### config.mk
export PLATFORM = sky130hd
export DESIGN_NAME = prog_mem
export DESIGN_NICKNAME = d
export VERILOG_FILES = /design/src/rtl/prog_mem.sv
export SDC_FILE = /design/constraint.sdc
export NUM_CORES = 1
export LEC_CHECK = 0
export ABC_AREA = 1
export CAP_MARGIN = 20
export CELL_PAD_IN_SITES_DETAIL_PLACEMENT = 0
export CELL_PAD_IN_SITES_GLOBAL_PLACEMENT = 2
export CORE_MARGIN = 4
export CORE_UTILIZATION = 35
export DETAILED_ROUTE_END_ITERATION = 12
export GPL_TIMING_DRIVEN = 0
export PLACE_DENSITY = 0.76
export SYNTH_ARGS = -nofsm -noshare
export SYNTH_HDL_FRONTEND = slang
export SYNTH_SLANG_ARGS = --single-unit
### constraint.sdc
create_clock -name clk -period 1.8 [get_ports clk]
set_clock_uncertainty 0.15 [all_clocks]
set_input_delay 0.18 -clock clk [delete_from_list [all_inputs] [get_ports clk]]
set_output_delay 0.18 -clock clk [all_outputs]
set_load 0.1 [all_outputs]
### src/rtl/prog_mem.sv
// 16 x 8 program store with a byte-serial loader and a held-off CPU reset.
// The CPU reads combinationally at any time. A download resets the CPU,
// streams up to 16 bytes in, then holds the CPU in reset for RESET_HOLD
// cycles before releasing it.
module prog_mem #(
  parameter int unsigned RESET_HOLD     = 2,
  parameter int unsigned CLEAR_ON_RESET = 1
) (
  input  logic       clk,
  input  logic       n_reset,
  input  logic [3:0] addr,
  output logic [7:0] data,
  input  logic       load_start,
  input  logic       ld_valid,
  input  logic [7:0] ld_data,
  output logic       ld_ready,
  input  logic       ld_abort,
  output logic       cpu_n_reset,
  output logic       loading,
  output logic       load_done
);

  localparam int unsigned DEPTH = 16;
  localparam int unsigned AW    = 4;
  localparam int unsigned DW    = 8;
  localparam int unsigned HW    = 4;
  localparam logic [AW-1:0] LAST_PTR = AW'(DEPTH - 1);
  localparam logic [HW-1:0] HOLD_INIT = HW'(RESET_HOLD);

  typedef enum logic [1:0] {
    ST_RUN     = 2'd0,
    ST_LOAD    = 2'd1,
    ST_RELEASE = 2'd2
  } state_t;

  logic [DW-1:0] mem [DEPTH];

  state_t        state_q, state_d;
  logic [HW-1:0] hold_q, hold_d;
  logic [AW-1:0] ptr_q, ptr_d;
  logic          full_q, full_d;
  logic          wr_en;
  logic          cpu_n_reset_d, ld_ready_d, loading_d, load_done_d;

  // Asynchronous read: a same-cycle write is only visible after the edge.
  assign data = mem[addr];

  // Next-state, pointer, hold counter and registered-output decode.
  always_comb begin
    state_d = state_q;
    hold_d  = hold_q;
    ptr_d   = ptr_q;
    full_d  = full_q;
    wr_en   = 1'b0;

    unique case (state_q)
      ST_RUN: begin
        if (load_start) begin
          state_d = ST_LOAD;
          ptr_d   = '0;
          full_d  = 1'b0;
        end
      end
      ST_LOAD: begin
        if (ld_abort) begin
          state_d = ST_RELEASE;
          hold_d  = HOLD_INIT;
          full_d  = 1'b0;
        end else if (ld_valid && ld_ready) begin
          wr_en = 1'b1;
          if (ptr_q == LAST_PTR) begin
            // Final byte: pointer parks at 15 rather than wrapping.
            state_d = ST_RELEASE;
            hold_d  = HOLD_INIT;
            full_d  = 1'b1;
          end else begin
            ptr_d = ptr_q + AW'(1);
          end
        end
      end
      ST_RELEASE: begin
        hold_d = hold_q - HW'(1);
        if (hold_q <= HW'(1)) begin
          state_d = ST_RUN;
        end
      end
      default: begin
        state_d = ST_RELEASE;
        hold_d  = HOLD_INIT;
      end
    endcase

    cpu_n_reset_d = (state_d == ST_RUN);
    ld_ready_d    = (state_d == ST_LOAD);
    loading_d     = (state_d == ST_LOAD);
    load_done_d   = (state_q == ST_RELEASE) && (state_d == ST_RUN) && full_q;
  end

  // State, counters and output flops; reset parks in RELEASE to hold the CPU.
  always_ff @(posedge clk) begin
    if (!n_reset) begin
      state_q     <= ST_RELEASE;
      hold_q      <= HOLD_INIT;
      ptr_q       <= '0;
      full_q      <= 1'b0;
      cpu_n_reset <= 1'b0;
      ld_ready    <= 1'b0;
      loading     <= 1'b0;
      load_done   <= 1'b0;
    end else begin
      state_q     <= state_d;
      hold_q      <= hold_d;
      ptr_q       <= ptr_d;
      full_q      <= full_d;
      cpu_n_reset <= cpu_n_reset_d;
      ld_ready    <= ld_ready_d;
      loading     <= loading_d;
      load_done   <= load_done_d;
    end
  end

  // Storage: optional clear on reset, loader writes otherwise.
  always_ff @(posedge clk) begin
    if (!n_reset) begin
      if (CLEAR_ON_RESET != 0) begin
        for (int unsigned i = 0; i < DEPTH; i++) begin
          mem[i] <= '0;
        end
      end
    end else if (wr_en) begin
      mem[ptr_q] <= ld_data;
    end
  end

endmodule

==> results of run 1 <==
-- logic make-up (layout without fill, tap and decap cells) --
logic type,Yosys count,in the layout,synth area share
xor gates and xnor gates,1,1,0.00127
AOI/OAI and AO/OA,29,29,0.0222
buffers and inverters,103,170,0.0586
DFF,142,142,0.600
adders and majority gates,6,6,0.0109
and+or+nand+nor,487,487,0.307
-- power groups by stage --
stage,sequential [mW],clock (mW),combinational (mW)
floorplan,4.03,0,0.834
global placement,3.94,0,1.31
detailed placement,3.95,0,1.32
CTS,3.88,3.78,1.43
global route,3.91,3.94,1.57
finish,3.89,3.73,1.44
-- layout by cell type (no fill, tap or decap), drive strengths merged --
| master | count |
|---|---|
| nand2 | 235 |
| clkbuf | 42 |
| bufinv | 4 |
| clkinv | 2 |
| ha | 6 |
| clkdlybuf4s50 | 12 |
| o211ai | 2 |
| clkdlybuf4s18 | 2 |
| nand4 | 1 |
| buf | 30 |
| edfxtp | 128 |
| a21oi | 10 |
| nand3 | 75 |
| nor2 | 176 |
| xor2 | 1 |
| clkdlybuf4s15 | 3 |
| a21o | 1 |
| o21ai | 16 |
| clkinvlp | 5 |
| dfxtp | 14 |
| inv | 70 |
-- worst paths after layout --
path / from / end / slack [ps] / depth (start not counted)
hold / removal: full_q / load_done / 290 / 2
setup reg to reg: loading / mem[1][4] / 100 / 7
hold reg to reg: full_q / load_done / 290 / 2
setup / recovery: addr[0] / data[4] / -100 / 8
-- routing by layer --
layer / vias to the layer above / GRT usage / part of all wire
met2: 118 / 0.317 / 0.49
li1: 2588 / - / -
met5: - / 0 / 0
met3: 19 / 0.0387 / 0.045
met4: 0 / 0.0513 / 0.0098
met1: 2558 / 0.260 / 0.46
-- sequential cells by signal, indices dropped and copies added (netlist names) --
register and flops:
mem 128, hold_q 4, ptr_q 4, state_q 2, cpu_n_reset 1, full_q 1
load_done 1, loading 1
-- area by class of cell --
| class | count | area, sq um |
|---|---|---|
| Fill cell | 1847 | 10200 |
| Clock buffer | 19 | 433 |
| Multi-Input combinational cell | 523 | 2700 |
| Tap cell | 260 | 325 |
| Timing Repair Buffer | 35 | 473 |
| Buffer | 35 | 264 |
| Inverter | 68 | 258 |
| Sequential cell | 142 | 4130 |
| Clock inverter | 13 | 189 |
-- per-stage QoR --
step	hold WS [ps]	setup slack [ps]	instances	setup TNS, ps
final	294	-104	1095	-524
after global routing	327	-199	1095	-1170
after CTS	304	-136	1094	-649
after detailed placement	295	-1720	1054	-122610
after global placement	289	-1730	1053	-169460
after floorplan	234	-50.7	768	-5880
-- timing repair --
item | CTS | global route
cloned | 0 | 0
setup buffers | 8 | 1
gates resized for setup | 158 | 25
pin swaps | 11 | 12
setup endpoints to repair | 166 | 125
-- worst min-delay path, stage by stage, from the launching register on --
cell,delay [ps]
dfxtp_1,310
nand2_1,60
nor2_1,40
==> results.md, run 1 <==
- Vias/cell: 4.82
- Cell Area, Synth: 6880 sq um
- Gpl congestion: approximately 0.83
- Synth Flop Type: edfxtp_1
- Final core utilization: 0.461
- Synth top area cells: edfxtp_1 56%, nand2_1 12%, nor2_1 9.0%
- Seq pwr share: 0.429
- Syn avg cell area: 8.95 sq um
- Initial Util: 0.362
- Yosys top cell by area: edfxtp_1
- DR pass1 iterations: 7
- CTS tree: yes
- Top Family by Delay on Critical Path: buffers and inverters
- Bufs on Longest Clock Path: 2
- Worst path max stage delay: about 250 ps
- Total power: about 9 mW
- Max VDD drop: between 0.0006 and 0.0007 V
- Clock power share: 0.412
- Area of the core: between 15000 and 20000 sq um
- Synthesized Nets: 791
- Worst EP arrival: approximately 1600 ps
- Port bufs: 25
- # Max-Cap Violations: 0
- Worst skew pair latency: 420 ps
- Share of layout cells above drive strength 1: 0.201
- Failing checks: setup timing
- Final Max Tran Viols: 0
- Synth warnings: 0
- Sequential share of the synthesized area: 0.600
- Worst path most repeated cell: nand3_1
- Critical-path cell list: clkdlybuf4s18_2 > buf_6 > buf_4 > o211ai_1 > nand3_1 > nand3_1 > nand2_2 > buf_8
- Hold WC Path Type: register to register
- Fin crit period: 1900 ps
- Most frequent cells after synthesis: 219 x nand2_1, 164 x nor2_1, 128 x edfxtp_1, 74 x nand3_1, 66 x inv_1
- Die Footprint: 21900 sq um
- Final Hold Fails: 0
- Cell Area, Placed: 7630 sq um
- Vias in the first global route: 5317
- Worst-Margin Slew: 840 ps
- Fin area: just under 9000 sq um
- Ant diodes: 0
- Die Height: 148 um
- Comb pwr share: 0.159
- Top-count cell post-synth: nand2_1
- Static Leak: just under 4 nW
- RSZ-0062 raised after global routing: true
- Final worst-path cycle share: 1.06
- Post-route DRC violation count: 0
- Ys async rst share: 0
- CP Launch Type: input port
- Initial antenna violation count: 0
- Total routed wirelength: 20100 um
- Area Overhead vs Synth: 27.6%
- Clock root buffer: clkbuf_16
- TritonCTS Buffers: 17
- DR iter-0 viols: approximately 350
- Final setup vio count: 8
- Worst-path maximum fanout: 10
- Post-route setup slack: -104 ps
- Final antenna-violating net count: 0
- Synth Instances: 768
- Critical path class: input port to output port
- Slew margin rel.: 0.440
- Crit-path slowest cell: clkdlybuf4s18_2
- Critical path required time: about 1500 ps
- Clock sink count: 142
- Die Wd: 148 um
- NumNets Final: 845
- Clk pin slew, worst setup/hold paths: 60 ps
- First-pass GRT wire length: 31200 um
- Post-synth top area share: 0.559
- Buf/Inv on CP: 4
- Row count: 50
- Post-DP HPWL: 13900 um
- Vias: 5283
- Cts hold-fix bufs: 0
- Synth Register Bits: 142
- Sw Ratio: 0.279
- Grt total ovfl: 0
- Number of synthesized flops with an enable pin: 128
- GRT Overall Usage: 0.192
- Internal power: 6.54 mW
- Max Freq: 0.525 GHz
- NetSw: about 2.5 mW
- Largest net degree at the start of global routing: 17
- Synth unique cells: 21
- PD cells: 1030 nW/um^2
- Status: complete, but fails checks
- CP endpoint kind: output port
- Wirelength per Cell: roughly 18 um
- IO Pins: 29
- CTS HTree Levels: 4
(Power assumes the default switching activity.)
==> run 2: changes to the inputs <==
Settings changed: CTS_BUF_LIST set to sky130_fd_sc_hd__clkbuf_8 sky130_fd_sc_hd__clkbuf_16.
==> results.md, run 2 (synthesis gave the netlist of run 1 again) <==
- Non-filler instance count after layout: 1095 (unchanged)
- Gpl congestion: 0.826 (unchanged)
- RSZ-0062 raised after global routing: true (unchanged)
- Biggest registers after layout: mem (128), hold_q (4), ptr_q (4) (unchanged)
- Commonest cells after routing, fill and taps aside: 190 x nand2_1, 161 x nor2_1, 128 x edfxtp_1 (unchanged)
- DP Cell Count: 1054 (unchanged)
- Area of the core: 19000 sq um (unchanged)
- Vias: 5269 (was 5283)
- Vias in the first global route: 5317 (unchanged)
- Critical-path cell list: nor2_1 > nor2_1 > o21ai_1 > nand3_1 > nand3_2 > nand2_2 > buf_8 (was clkdlybuf4s18_2 > buf_6 > buf_4 > o211ai_1 > nand3_1 > nand3_1 > nand2_2 > buf_8)
- Worst-path maximum fanout: 1 (was 10)
- IO Pins: 29 (unchanged)
- Max VDD drop: 0.000665 V (was 0.000664 V)
- Post-DP HPWL: 13900 um (unchanged)
- End of the critical path: data[0] (was data[4])
- Largest net degree at the start of global routing: 17 (unchanged)
- Final Max Tran Viols: 0 (unchanged)
- Die Wd: 148 um (unchanged)
- Total routed wirelength: 20100 um (about the same)
- Failing checks: setup timing (unchanged)
- Clock root buffer: clkbuf_16 (unchanged)
- Fin crit period: 1910 ps (was 1900 ps)
- Bufs on Longest Clock Path: 2 (unchanged)
- Initial Util: 0.362 (unchanged)
- Largest Register: mem (unchanged)
- Critical path required time: 1470 ps (about the same)
- PD cells: 1030 nW/um^2 (about the same)
- Initial antenna violation count: 0 (unchanged)
- Max FFs per register: 128 (unchanged)
- Final Hold Fails: 0 (unchanged)
- DR iter-0 viols: 350 (was 349)
- Area Overhead vs Synth: 27.6% (unchanged)
- Vias/cell: 4.81 (was 4.82)
- Die Footprint: 21900 sq um (unchanged)
- WP depth: 7 (was 8)
- Max Freq: 0.524 GHz (was 0.525 GHz)
- First-pass GRT wire length: 31200 um (unchanged)
- Buf/Inv on CP: 1 (was 4)
- Worst Setup SP: mem[10][0] (was addr[0])
- Row count: 50 (unchanged)
- NumNets Final: 845 (unchanged)
- Top Family by Delay on Critical Path: simple AND/OR/NAND/NOR gates (was buffers and inverters)
- RR Startpoint: loading (unchanged)
- Share of layout cells above drive strength 1: 0.201 (unchanged)
- Worst path max stage delay: 380 ps (was 250 ps)
- Post-route setup slack: -108 ps (was -104 ps)
- Crit-path slowest cell: edfxtp_1 (was clkdlybuf4s18_2)
- Die Height: 148 um (unchanged)
- Critical path class: register to output port (was input port to output port)
- Reg2Reg Depth: 7 (unchanged)
- CP Launch Type: register (was input port)
- Grt total ovfl: 0 (unchanged)
- Ant diodes: 0 (unchanged)
- Worst path most repeated cell: nor2_1 (was nand3_1)
- CP endpoint kind: output port (unchanged)
- Port bufs: 25 (unchanged)
- CTS tree: yes (unchanged)
- Clock sink count: 142 (unchanged)
- Reg2reg end: mem[1][4] (unchanged)
- TritonCTS Buffers: 17 (unchanged)
- Worst EP arrival: 1580 ps (was 1570 ps)
- Final antenna-violating net count: 0 (unchanged)
- Static Leak: 3.86 nW (was 3.85 nW)
- GRT Overall Usage: 0.192 (unchanged)
- Final core utilization: 0.461 (unchanged)
- Final setup vio count: 8 (unchanged)
- Cts hold-fix bufs: 0 (unchanged)
- Total power: 9.05 mW (was 9.06 mW)
- Worst skew pair latency: 420 ps (about the same)
- Final worst-path cycle share: 1.06 (about the same)
- DR pass1 iterations: 5 (was 7)
- Clk pin slew, worst setup/hold paths: 60 ps (about the same)
- Post-route DRC violation count: 0 (unchanged)
- Wirelength per Cell: 18.3 um (was 18.4 um)
- Worst-Margin Slew: 840 ps (about the same)
- R2R Setup Slk: 100 ps (about the same)
- CTS HTree Levels: 4 (unchanged)
- Hold WC Path Type: register to register (unchanged)
- Slew margin rel.: 0.440 (about the same)
- # Max-Cap Violations: 0 (unchanged)
- Most common cell after layout, fill and taps aside: nand2_1 (unchanged)
- TNS Setup: -526 ps (was -524 ps)
- Hold_ws: 294 ps (about the same)
- Status: complete, but fails checks (unchanged)
==> run 2: area by class of cell <==
type / count / area (sq um)
fillers: 1847 / 10200
well taps: 260 / 325
repair buffers: 35 / 473
clock inverters: 15 / 196
inverters: 68 / 258
flip-flops and latches: 142 / 4130
clock buffers: 17 / 425
multi-input cells: 523 / 2700
plain buffers: 35 / 264
==> run 2: how the worst min path moves through the flow <==
stage / from / endpoint / slack (ps) / cells past startpoint
floorplan: n_reset / loading / 230 / 2
global placement: full_q / load_done / 290 / 2
detailed placement: full_q / load_done / 300 / 2
CTS: full_q / load_done / 300 / 2
global route: full_q / load_done / 330 / 2
finish: full_q / load_done / 290 / 2
==> run 2: worst min-delay path, stage by stage (launching register included) <==
cell     delay, ps
dfxtp_1        310
nand2_1         60
nor2_1          40
==> run 2: metrics by stage <==
stage               setup WS [ps]  area [sq um]
finish                       -108          8780
global placement            -1730          7610
floorplan                   -50.7          7040
CTS                          -136          8670
global route                 -199          8780
detailed placement          -1720          7630
==> run 2: power by group <==
group / internal, mW / total [mW] / switching [mW]
logic: 0.436 / 1.44 / 1.00
clock network: 2.31 / 3.72 / 1.41
registers: 3.77 / 3.89 / 0.112
total: 6.52 / 9.05 / 2.52
==> run 2: repair_timing <==
item	CTS	global route
pin swaps	11	12
setup buffers	8	1
resized for setup	158	25
hold endpoints to repair	0	0
endpoints found under the setup margin	166	125
==> run 2: routing by layer <==
metal	GRT usage	wire length, um
met4	0.0513	197
met2	0.317	9810
met1	0.260	9240
met3	0.0387	834
met5	0	0
==> run 3: changes to the inputs <==
Settings changed: MAX_ROUTING_LAYER set to met4, TNS_END_PERCENT set to 10.
==> results.md, run 3 (synthesis gave the netlist of run 1 again) <==
- DR pass1 iterations: 5 (unchanged)
- DR iter-0 viols: 412 (was 350)
- Hold EP: load_done (unchanged)
- Initial antenna violation count: 0 (unchanged)
- Die Footprint: 21900 sq um (unchanged)
- Status: complete, but fails checks (unchanged)
- CP endpoint kind: output port (unchanged)
- RSZ-0062 raised after global routing: true (unchanged)
- IO Pins: 29 (unchanged)
- Row count: 50 (unchanged)
- CTS tree: yes (unchanged)
- Vias in the first global route: 5201 (was 5317)
- Final antenna-violating net count: 0 (unchanged)
- Post-route setup slack: -95.7 ps (was -108 ps)
- Wirelength per Cell: 18.4 um (was 18.3 um)
- DR top layer: met4 (unchanged)
- Layout fillers: 1882 (was 1847)
- Static Leak: 3.86 nW (about the same)
- Hold WC Path Type: register to register (unchanged)
- Cts hold-fix bufs: 0 (unchanged)
- TritonCTS Buffers: 17 (unchanged)
- Reg2Reg Depth: 6 (was 7)
- Failing checks: setup timing (unchanged)
- Die Wd: 148 um (unchanged)
- CP Launch Type: register (unchanged)
- Vias: 5226 (was 5269)
- Die Height: 148 um (unchanged)
- Slew margin rel.: 0.356 (was 0.440)
- CTS HTree Levels: 4 (unchanged)
- Final setup vio count: 7 (was 8)
- Largest net degree at the start of global routing: 17 (unchanged)
- Worst-path maximum fanout: 1 (unchanged)
- Port bufs: 25 (unchanged)
- GRT Overall Usage: 0.195 (was 0.192)
- Max Freq: 0.528 GHz (was 0.524 GHz)
- Clk pin slew, worst setup/hold paths: 60 ps (about the same)
- DP Cell Count: 1054 (unchanged)
- Worst skew pair latency: 430 ps (was 420 ps)
- RR Startpoint: loading (unchanged)
- Grt total ovfl: 0 (unchanged)
- Largest Register: mem (unchanged)
- Most common cell after layout, fill and taps aside: nand2_1 (unchanged)
- PD cells: 1070 nW/um^2 (was 1030 nW/um^2)
- Fin crit period: 1900 ps (was 1910 ps)
- Non-filler instance count after layout: 1091 (was 1095)
- Biggest registers after layout: mem (128), hold_q (4), ptr_q (4) (unchanged)
- Final Hold Fails: 0 (unchanged)
- Total routed wirelength: 20100 um (about the same)
- Worst hold path cell count: 2 (unchanged)
- Max FFs per register: 128 (unchanged)
- Worst EP arrival: 1570 ps (was 1580 ps)
- Share of layout cells above drive strength 1: 0.205 (was 0.201)
- Clock sink count: 142 (unchanged)
- Max VDD drop: 0.000697 V (was 0.000665 V)
- Reg2reg end: mem[4][1] (was mem[1][4])
- Post-DP HPWL: 13800 um (was 13900 um)
- Hold wc startpoint: full_q (unchanged)
- Met2 routed WL: 9330 um (was 9810 um)
- NumNets Final: 843 (was 845)
- Hold_ws: 307 ps (was 294 ps)
- Critical path required time: 1470 ps (about the same)
- # Max-Cap Violations: 0 (unchanged)
- Final worst-path cycle share: 1.05 (was 1.06)
- Clock root buffer: clkbuf_16 (unchanged)
- Critical path class: register to output port (unchanged)
- R2R Setup Slk: 10 ps (was 100 ps)
- Initial Util: 0.362 (unchanged)
- Post-route DRC violation count: 0 (unchanged)
- Worst-Margin Slew: 965 ps (was 840 ps)
- Bufs on Longest Clock Path: 2 (unchanged)
- Final Max Tran Viols: 0 (unchanged)
- Area Overhead vs Synth: 27.6% (about the same)
- Vias/cell: 4.79 (was 4.81)
- Commonest cells after routing, fill and taps aside: 192 x nand2_1, 161 x nor2_1, 128 x edfxtp_1 (was 190 x nand2_1, 161 x nor2_1, 128 x edfxtp_1)
- Area of the core: 19000 sq um (unchanged)
- Met1 WL: 9630 um (was 9240 um)
- First-pass GRT wire length: 30900 um (was 31200 um)
- Met3 WL: 635 um (was 834 um)
- Ant diodes: 0 (unchanged)
- Gpl congestion: 0.825 (was 0.826)
## run 3: layout make-up
class	count	area, sq um	area share
timing repair buffer	33	438	0.0499
inverter	68	264	0.0301
tap	260	325	0.0371
multi-input combinational	523	2680	0.306
sequential	142	4140	0.471
clock inverter	13	244	0.0278
clock buffer	17	425	0.0485
buffer	35	258	0.0294
## run 3: layer usage
metal	global-route usage	up-vias
met2	0.298	94
met4	0.0697	0
li1	-	2574
met1	0.262	2526
met3	0.0353	32
met5	-	-
## run 3: per-stage QoR
stage	setup WS [ps]	TNS, ps	util	instance area (sq um)	power [mW]
3_3_place_gp	-1680	-187440	0.396	7540	5.23
6_report	-95.7	-309	0.461	8770	9.41
5_1_grt	-194	-2550	0.461	8770	9.74
4_1_cts	-135	-887	0.457	8680	9.43
2_1_floorplan	-125	-9050	-	6960	4.85
3_5_place_dp	-1670	-144500	0.397	7550	5.25
## run 3: repair_timing
item | CTS | global route
resized for setup | 177 | 25
buffers inserted | 5 | 2
setup endpoints to repair | 173 | 143
pin swaps | 30 | 16
## run 3: how the worst max path moves through the flow
| stage | slack (ps) | endpoint | from | cells after the start |
|---|---|---|---|---|
| floorplan | -130 | data[1] | addr[1] | 7 |
| global placement | -1680 | data[2] | addr[0] | 10 |
| detailed placement | -1670 | data[2] | addr[0] | 10 |
| CTS | -140 | data[2] | mem[7][2] | 7 |
| global route | -190 | data[4] | mem[13][4] | 7 |
| finish | -100 | data[4] | mem[12][4] | 5 |
## run 3: worst max-delay path, cell delays in order (launching register included)
cell      delay (ps)
edfxtp_1         370
o211ai_1         250
nand3_1          160
nand3_2          110
nand2_2           80
buf_12           170
## run 3: report_power, final
| part | total, mW | internal (mW) | switching, mW | leakage [nW] |
|---|---|---|---|---|
| Sequential | 3.89 | 3.78 | 0.113 | 1.42 |
| Clock | 4.08 | 2.71 | 1.36 | 0.324 |
| Combinational | 1.45 | 0.445 | 1.00 | 2.12 |
| Total | 9.41 | 6.93 | 2.48 | 3.86 |
